**config.mk**
```make
export PLATFORM = sky130hd
export DESIGN_NAME = random_num_gen
export DESIGN_NICKNAME = d
export VERILOG_FILES = /design/src/rtl/random_num_pkg.sv /design/src/rtl/lfsr16_step.sv /design/src/rtl/random_num_gen.sv
export SDC_FILE = /design/constraint.sdc
export NUM_CORES = 1
export LEC_CHECK = 0
export ABC_AREA = 1
export CAP_MARGIN = 30
export CORE_MARGIN = 2
export CORE_UTILIZATION = 40
export DETAILED_ROUTE_END_ITERATION = 12
export GPL_TIMING_DRIVEN = 0
export SETUP_SLACK_MARGIN = 0.02
export SLEW_MARGIN = 10
export SYNTH_ARGS = -nofsm -noshare
export SYNTH_HDL_FRONTEND = slang
export SYNTH_SLANG_ARGS = --single-unit
```
**constraint.sdc**
```tcl
create_clock -name clk -period 1.25 [get_ports clk]
set_clock_uncertainty 0.2 [all_clocks]
set_input_delay 0.25 -clock clk [delete_from_list [all_inputs] [get_ports clk]]
set_output_delay 0.25 -clock clk [all_outputs]
set_load 0.02 [all_outputs]
```
**src/rtl/random_num_pkg.sv**
```systemverilog
// Shared constants and the LFSR step function for the 2048 random number source.
// The optional reseed port set is enabled by RANDOM_NUM_LOAD_EN (see random_num_gen).
package random_num_pkg;

    localparam int          LFSR_W       = 16;
    localparam logic [15:0] TAP_MASK     = 16'hB400;
    localparam logic [15:0] DEFAULT_SEED = 16'hACE1;

    // Fibonacci step for x^16+x^14+x^13+x^11+1: shift left, feedback into bit 0.
    function automatic logic [LFSR_W-1:0] lfsr_next(input logic [LFSR_W-1:0] state);
        logic fb;
        fb = ^(state & TAP_MASK);
        return {state[LFSR_W-2:0], fb};
    endfunction

endpackage

```
**src/rtl/lfsr16_step.sv**
```systemverilog
// Purely combinational single step of the 16-bit LFSR.
// Reusable wherever the next state is needed without a register.
module lfsr16_step
    import random_num_pkg::*;
(
    input  logic [LFSR_W-1:0] state,
    output logic [LFSR_W-1:0] next
);

    assign next = lfsr_next(state);

endmodule

```
**src/rtl/random_num_gen.sv**
```systemverilog
// Free-running 4-bit pseudo-random source built on a 16-bit maximal-length LFSR.
// Define RANDOM_NUM_LOAD_EN to add the load/seed_in reseed ports.
module random_num_gen
    import random_num_pkg::*;
#(
    parameter logic [15:0] SEED  = DEFAULT_SEED,
    parameter int          NUM_W = 4
) (
    input  logic             clk,
    input  logic             rst_n,
`ifdef RANDOM_NUM_LOAD_EN
    input  logic             load,
    input  logic [15:0]      seed_in,
`endif
    output logic [NUM_W-1:0] num
);

    // A zero seed would park the LFSR in its lock-up state, so it is replaced here.
    localparam logic [LFSR_W-1:0] EFF_SEED = (SEED == '0) ? 16'h0001 : SEED;

    logic [LFSR_W-1:0] lfsr_q;
    logic [LFSR_W-1:0] lfsr_d;
    logic [LFSR_W-1:0] step_next;

    lfsr16_step u_step (
        .state (lfsr_q),
        .next  (step_next)
    );

    // NOTE: assign lfsr_d unconditionally first so every path has a value and no latch is inferred.
    always_comb begin
        lfsr_d = step_next;
        if (lfsr_q == '0) begin
            lfsr_d = EFF_SEED;
        end
`ifdef RANDOM_NUM_LOAD_EN
        if (load) begin
            lfsr_d = (seed_in == '0) ? EFF_SEED : seed_in;
        end
`endif
    end

    // NOTE: state registers use non-blocking assignment so all flops update from pre-edge values.
    always_ff @(posedge clk) begin
        if (!rst_n) begin
            lfsr_q <= EFF_SEED;
        end else begin
            lfsr_q <= lfsr_d;
        end
    end

    assign num = lfsr_q[NUM_W-1:0];

endmodule

```
==> reports/results.txt, run 1 <==
clock slew at reported path FFs: 0.08 ns
initial antenna violation count: 0
crit-path cells: buf_6, buf_6
Leak: 0.399 nW
PortBufs: 4
Final Core Density: 54.0%
share of cells above drive strength 1: 51.2%
pwr/cell area: 1220 nW/um^2
top fanout value on the critical path: 3
io pins: 6
unique cell type count in the Yosys netlist: 12
pre-CTS WS: -0.235 ns
Mean Syn Cell Area: 8.90 sq um
total grt overflow: 0
CTS tree: built
first-pass GRT wire length: 1680 um
commonest non-fill, non-tap cell in the layout: dfxtp_1
# rows: 14
syn nets: 73
max cap viols: 0
Regs by FF count: lfsr_q x16
DR WL/cell: 10.1 um
Fillers: 144
Initial Util: 41.8%
fin area: 805 sq um
vias per cell: 4.42
area post-placement: 696 sq um
kind of critical path: reg2out
Final Max Tran Viols: 0
RSZ-0062 raised after global routing: true
Tmin final: 1.29 ns
Die ar.: 1890 sq um
setup_tns: -0.159 ns
Final #Nets: 87
Final period util: 103%
Yosys reg bits: 16
H-tree depth: 1
synth top area cells: dfxtp_1, nor2_2, nand3b_1
Largest Register: lfsr_q
Critical Path RT: 0.80 ns
post-synth top area share: 51.4%
core area: 1490 sq um
Data arrival, critical path: 0.84 ns
crit-path leading delay family: flip-flops
Pre-Repair DR Iteration Count: 2
failing checks: negative setup slack
most frequent cells in the layout: dfxtp_1, inv_1, nor2_2, buf_6, nor2_1
fmax: 775 MHz
type of origin of the critical path: flop
register area share after synthesis: 51.4%
DRC errors left: 0
crit path buf inv count: 2
drt first-iter violations: 15
CP max stage cell: dfxtp_2
peak supply drop: 0.000619 V
largest net degree at the start of global routing: 10
ant diodes: 0
routed vias: 433
Antenna Nets Post-Route: 0
status: complete, but fails checks
CP peak stage delay: 0.34 ns
post-route worst setup slack: -0.0411 ns
Worst Max-Slew Pin Slew: 0.230 ns
Die Height: 43.5 um
largest area contributor in the netlist: dfxtp_1
Synth Cell Area: 623 sq um
CTS buffer count: 3
vias in the first global route: 412
cts hold-fix bufs: 0
total wire length: 994 um
Clock Latency Late Sink: 0.28 ns
# clock sinks: 16
slew margin rel.: 84.7%
Die W: 43.5 um
final hold violations: 0
GRT Total Usage: 12.9%
CTS max path bufs: 2
Final setup viols: 4
Final HPWL DP: 628 um
critical path endpoint category: primary output
synth warn: 0
Final GP Congestion: 0.670
Layout area overhead: 29.1%
Hold Crit Class: in2reg
Syn Inst Count: 70
Top cell by count, worst path: buf_6
max reg flops: 16
Root Buffer: clkbuf_4
==> worst paths after layout <==
check	from	endpoint	slack [ns]	depth (start not counted)
worst max register to register	lfsr_q[13]	lfsr_q[0]	0.02	7
worst min-delay path	rst_n	lfsr_q[0]	0.08	2
worst min register to register	lfsr_q[11]	lfsr_q[12]	0.25	2
worst max-delay path	lfsr_q[1]	num[1]	-0.04	2
==> power breakdown <==
group	switching (mW)	internal (mW)	leakage (nW)
Clock	0.147	0.112	0.0138
Sequential	0.0213	0.546	0.134
Combinational	0.0724	0.0806	0.251
Total	0.241	0.739	0.399
==> layer usage <==
layer	up-vias	GRT usage [%]	share of wire, %
met5	-	0	0
met1	193	13.6	43
met2	7	20.9	51
met4	0	10.9	1.8
li1	231	-	-
met3	2	3.75	3.7
==> final cells by class <==
class                      instances  area [sq um]  area share [%]
multi-input combinational         39           268            33.3
sequential                        16           328            40.7
clock buffer                       3          22.5            2.80
buffer                             5          50.0            6.22
timing repair buffer               8          75.1            9.33
tap                               16          20.0            2.49
inverter                          11          41.3            5.13
==> cell usage after synthesis <==
library cell	count
ha_1	1
nor2_2	10
inv_1	11
nand2_1	9
nand2_4	1
buf_4	4
nor2_1	7
nand3_1	3
nand2_8	1
nand3b_1	6
dfxtp_1	16
buf_2	1
==> kinds of logic after synthesis <==
group                    count (synthesis)  share of synthesized area (%)
AND/OR/NAND/NOR                         37                           34.3
flip-flops                              16                           51.4
buffers and inverters                   16                           12.2
adder cells (fa/ha/maj)                  1                           2.01
==> through the flow <==
| step | power (mW) | std cells | hold WS (ns) |
|---|---|---|---|
| floorplan | 0.669 | 70 | 0.216 |
| global placement | 0.701 | 90 | 0.222 |
| detailed placement | 0.702 | 90 | 0.236 |
| CTS | 0.995 | 98 | 0.0638 |
| global route | 1.03 | 98 | 0.0787 |
| finish | 0.979 | 98 | 0.0794 |
==> timing repair <==
| item | in CTS | in global routing |
|---|---|---|
| cloned | 1 | 0 |
| endpoints found under the hold margin | 0 | 0 |
| buffers inserted | 4 | 0 |
| gates resized for setup | 42 | 0 |
| pin swaps | 8 | 2 |
| endpoints found under the setup margin | 13 | 17 |
Power figures use the tool's default switching activity.
==> inputs of run 2 (changes only) <==
PLACE_DENSITY = 0.62   (was default)
==> run 2 against run 1 <==
  * The run still ends with negative setup slack left
  * Wire length grew 20%
  * Flip-flop and latch count is the same
  * Hold slack lost 0.0098 ns
  * Critical path type is now reg2reg
  * Die area is the same
  * Non-clock buffer count shrank 1
  * Worst setup slack lost 0.011 ns
  * Critical path depth grew 5
  * Utilization grew 2.2 points
  * Design area grew 4.0%
  * Critical endpoint is now lfsr_q[2]
  * Sequential power is essentially flat
  * Largest cell class unchanged
  * Maximum frequency shrank 0.81%
==> reports/results.txt, run 2 (same netlist as run 1, synthesis figures left out) <==
max cap viols: 0
Pre-Repair DR Iteration Count: 4
Die Height: 43.5 um
reg-to-reg slack, setup: -0.05 ns
Largest Register: lfsr_q
drt first-iter violations: 2
H-tree depth: 1
CTS max path bufs: 2
total grt overflow: 0
Leak: 0.399 nW
Root Buffer: clkbuf_4
Worst Max-Slew Pin Slew: 0.243 ns
Hold Crit Class: in2reg
Initial Util: 41.8%
CP max stage cell: dfxtp_2
CP peak stage delay: 0.32 ns
io pins: 6
FF-to-FF Start: lfsr_q[12]
slew margin rel.: 83.8%
crit path buf inv count: 1
share of cells above drive strength 1: 56.1%
first-pass GRT wire length: 1870 um
Data arrival, critical path: 1.29 ns
CP Depth: 7
vias per cell: 4.65
crit-path cells: inv_2, ha_4, nand2_4, nor2_4, nand2_4, nand2_8, nor2_4
pre-CTS WS: -0.239 ns
Final setup viols: 16
Tmin final: 1.30 ns
# rows: 14
Layout area overhead: 34.3%
fmax: 768 MHz
DRC errors left: 0
Die W: 43.5 um
Final period util: 104%
core area: 1490 sq um
Final Max Tran Viols: 0
clock slew at reported path FFs: 0.09 ns
peak supply drop: 0.000603 V
Die ar.: 1890 sq um
type of origin of the critical path: flop
cts hold-fix bufs: 0
Fillers: 139
Antenna Nets Post-Route: 0
Worst R2R Path Depth: 7
Final #Nets: 86
pwr/cell area: 1280 nW/um^2
status: complete, but fails checks
commonest non-fill, non-tap cell in the layout: dfxtp_1
crit path to: lfsr_q[2]
most frequent cells in the layout: dfxtp_1, buf_6, nor2_2, inv_1
CTS buffer count: 3
post-route worst setup slack: -0.0517 ns
PortBufs: 4
vias in the first global route: 473
ant diodes: 0
max reg flops: 16
Critical Path RT: 1.24 ns
filler-free cell count of the finished design: 98
crit-path leading delay family: simple AND/OR/NAND/NOR gates
routed vias: 456
largest net degree at the start of global routing: 10
kind of critical path: reg2reg
GRT Total Usage: 14.0%
area post-placement: 696 sq um
total wire length: 1190 um
Inst Count DP: 90
Final HPWL DP: 668 um
critical path endpoint category: flop
CTS tree: built
RR Endpoint: lfsr_q[2]
fin area: 837 sq um
Clock Latency Late Sink: 0.28 ns
top fanout value on the critical path: 8
DR WL/cell: 12.2 um
RSZ-0062 raised after global routing: true
final hold violations: 0
failing checks: negative setup slack
# clock sinks: 16
initial antenna violation count: 0
Final GP Congestion: 0.681
crit path launch: lfsr_q[12]
Regs by FF count: lfsr_q x16
-- run 2: area by class of cell --
class / count / area, sq um / share of cell area, %
Clock buffer: 4 / 36.3 / 4.33
Inverter: 11 / 41.3 / 4.93
Sequential cell: 16 / 328 / 39.2
Multi-Input combinational cell: 39 / 290 / 34.7
Tap cell: 16 / 20.0 / 2.39
Buffer: 5 / 50.0 / 5.98
Timing Repair Buffer: 7 / 71.3 / 8.52
-- run 2: timing repair --
action,CTS,global route
setup buffers,2,1
gates cloned,1,0
endpoints found under the setup margin,13,20
gates resized for setup,37,12
hold endpoints to repair,0,0
pin swaps,8,9
-- run 2: worst register-to-register path, cell delays in order, from the launching register on --
cell and delay [ns]:
dfxtp_2 0.32, inv_2 0.07, ha_4 0.14, nand2_4 0.05, nor2_4 0.14, nand2_4 0.10
nand2_8 0.13, nor2_4 0.04
-- run 2: worst min path at each step --
| stage | endpoint | slack (ns) | startpoint | cells after the start |
|---|---|---|---|---|
| after floorplan | lfsr_q[6] | 0.22 | lfsr_q[5] | 1 |
| after global placement | lfsr_q[10] | 0.22 | lfsr_q[9] | 1 |
| after detailed placement | lfsr_q[5] | 0.23 | lfsr_q[4] | 1 |
| after CTS | lfsr_q[0] | 0.06 | rst_n | 2 |
| after global routing | lfsr_q[0] | 0.06 | rst_n | 2 |
| final | lfsr_q[0] | 0.07 | rst_n | 2 |
-- run 2: per-layer routing --
| layer | vias to the layer above | part of all wire [%] | global-route usage, % |
|---|---|---|---|
| met1 | 215 | 41 | 14.6 |
| met4 | 0 | 1.2 | 10.9 |
| met2 | 8 | 55 | 24.5 |
| met3 | 2 | 2.5 | 2.50 |
| li1 | 231 | - | - |
| met5 | - | 0 | 0 |
-- run 2: metrics by stage --
step | total power, mW | utilization (%) | hold slack, ns | setup TNS, ns
2_1_floorplan | 0.669 | - | 0.216 | 0
3_3_place_gp | 0.701 | 46.7 | 0.220 | -1.30
3_5_place_dp | 0.704 | 46.7 | 0.228 | -1.36
4_1_cts | 1.07 | 53.4 | 0.0579 | -0.816
5_1_grt | 1.13 | 56.2 | 0.0638 | -1.42
6_report | 1.08 | 56.2 | 0.0696 | -0.647
-- run 2: where the power goes --
part / internal (mW) / switching, mW
combinational: 0.0831 / 0.0837
clock: 0.177 / 0.162
sequential: 0.547 / 0.0229
total: 0.807 / 0.268
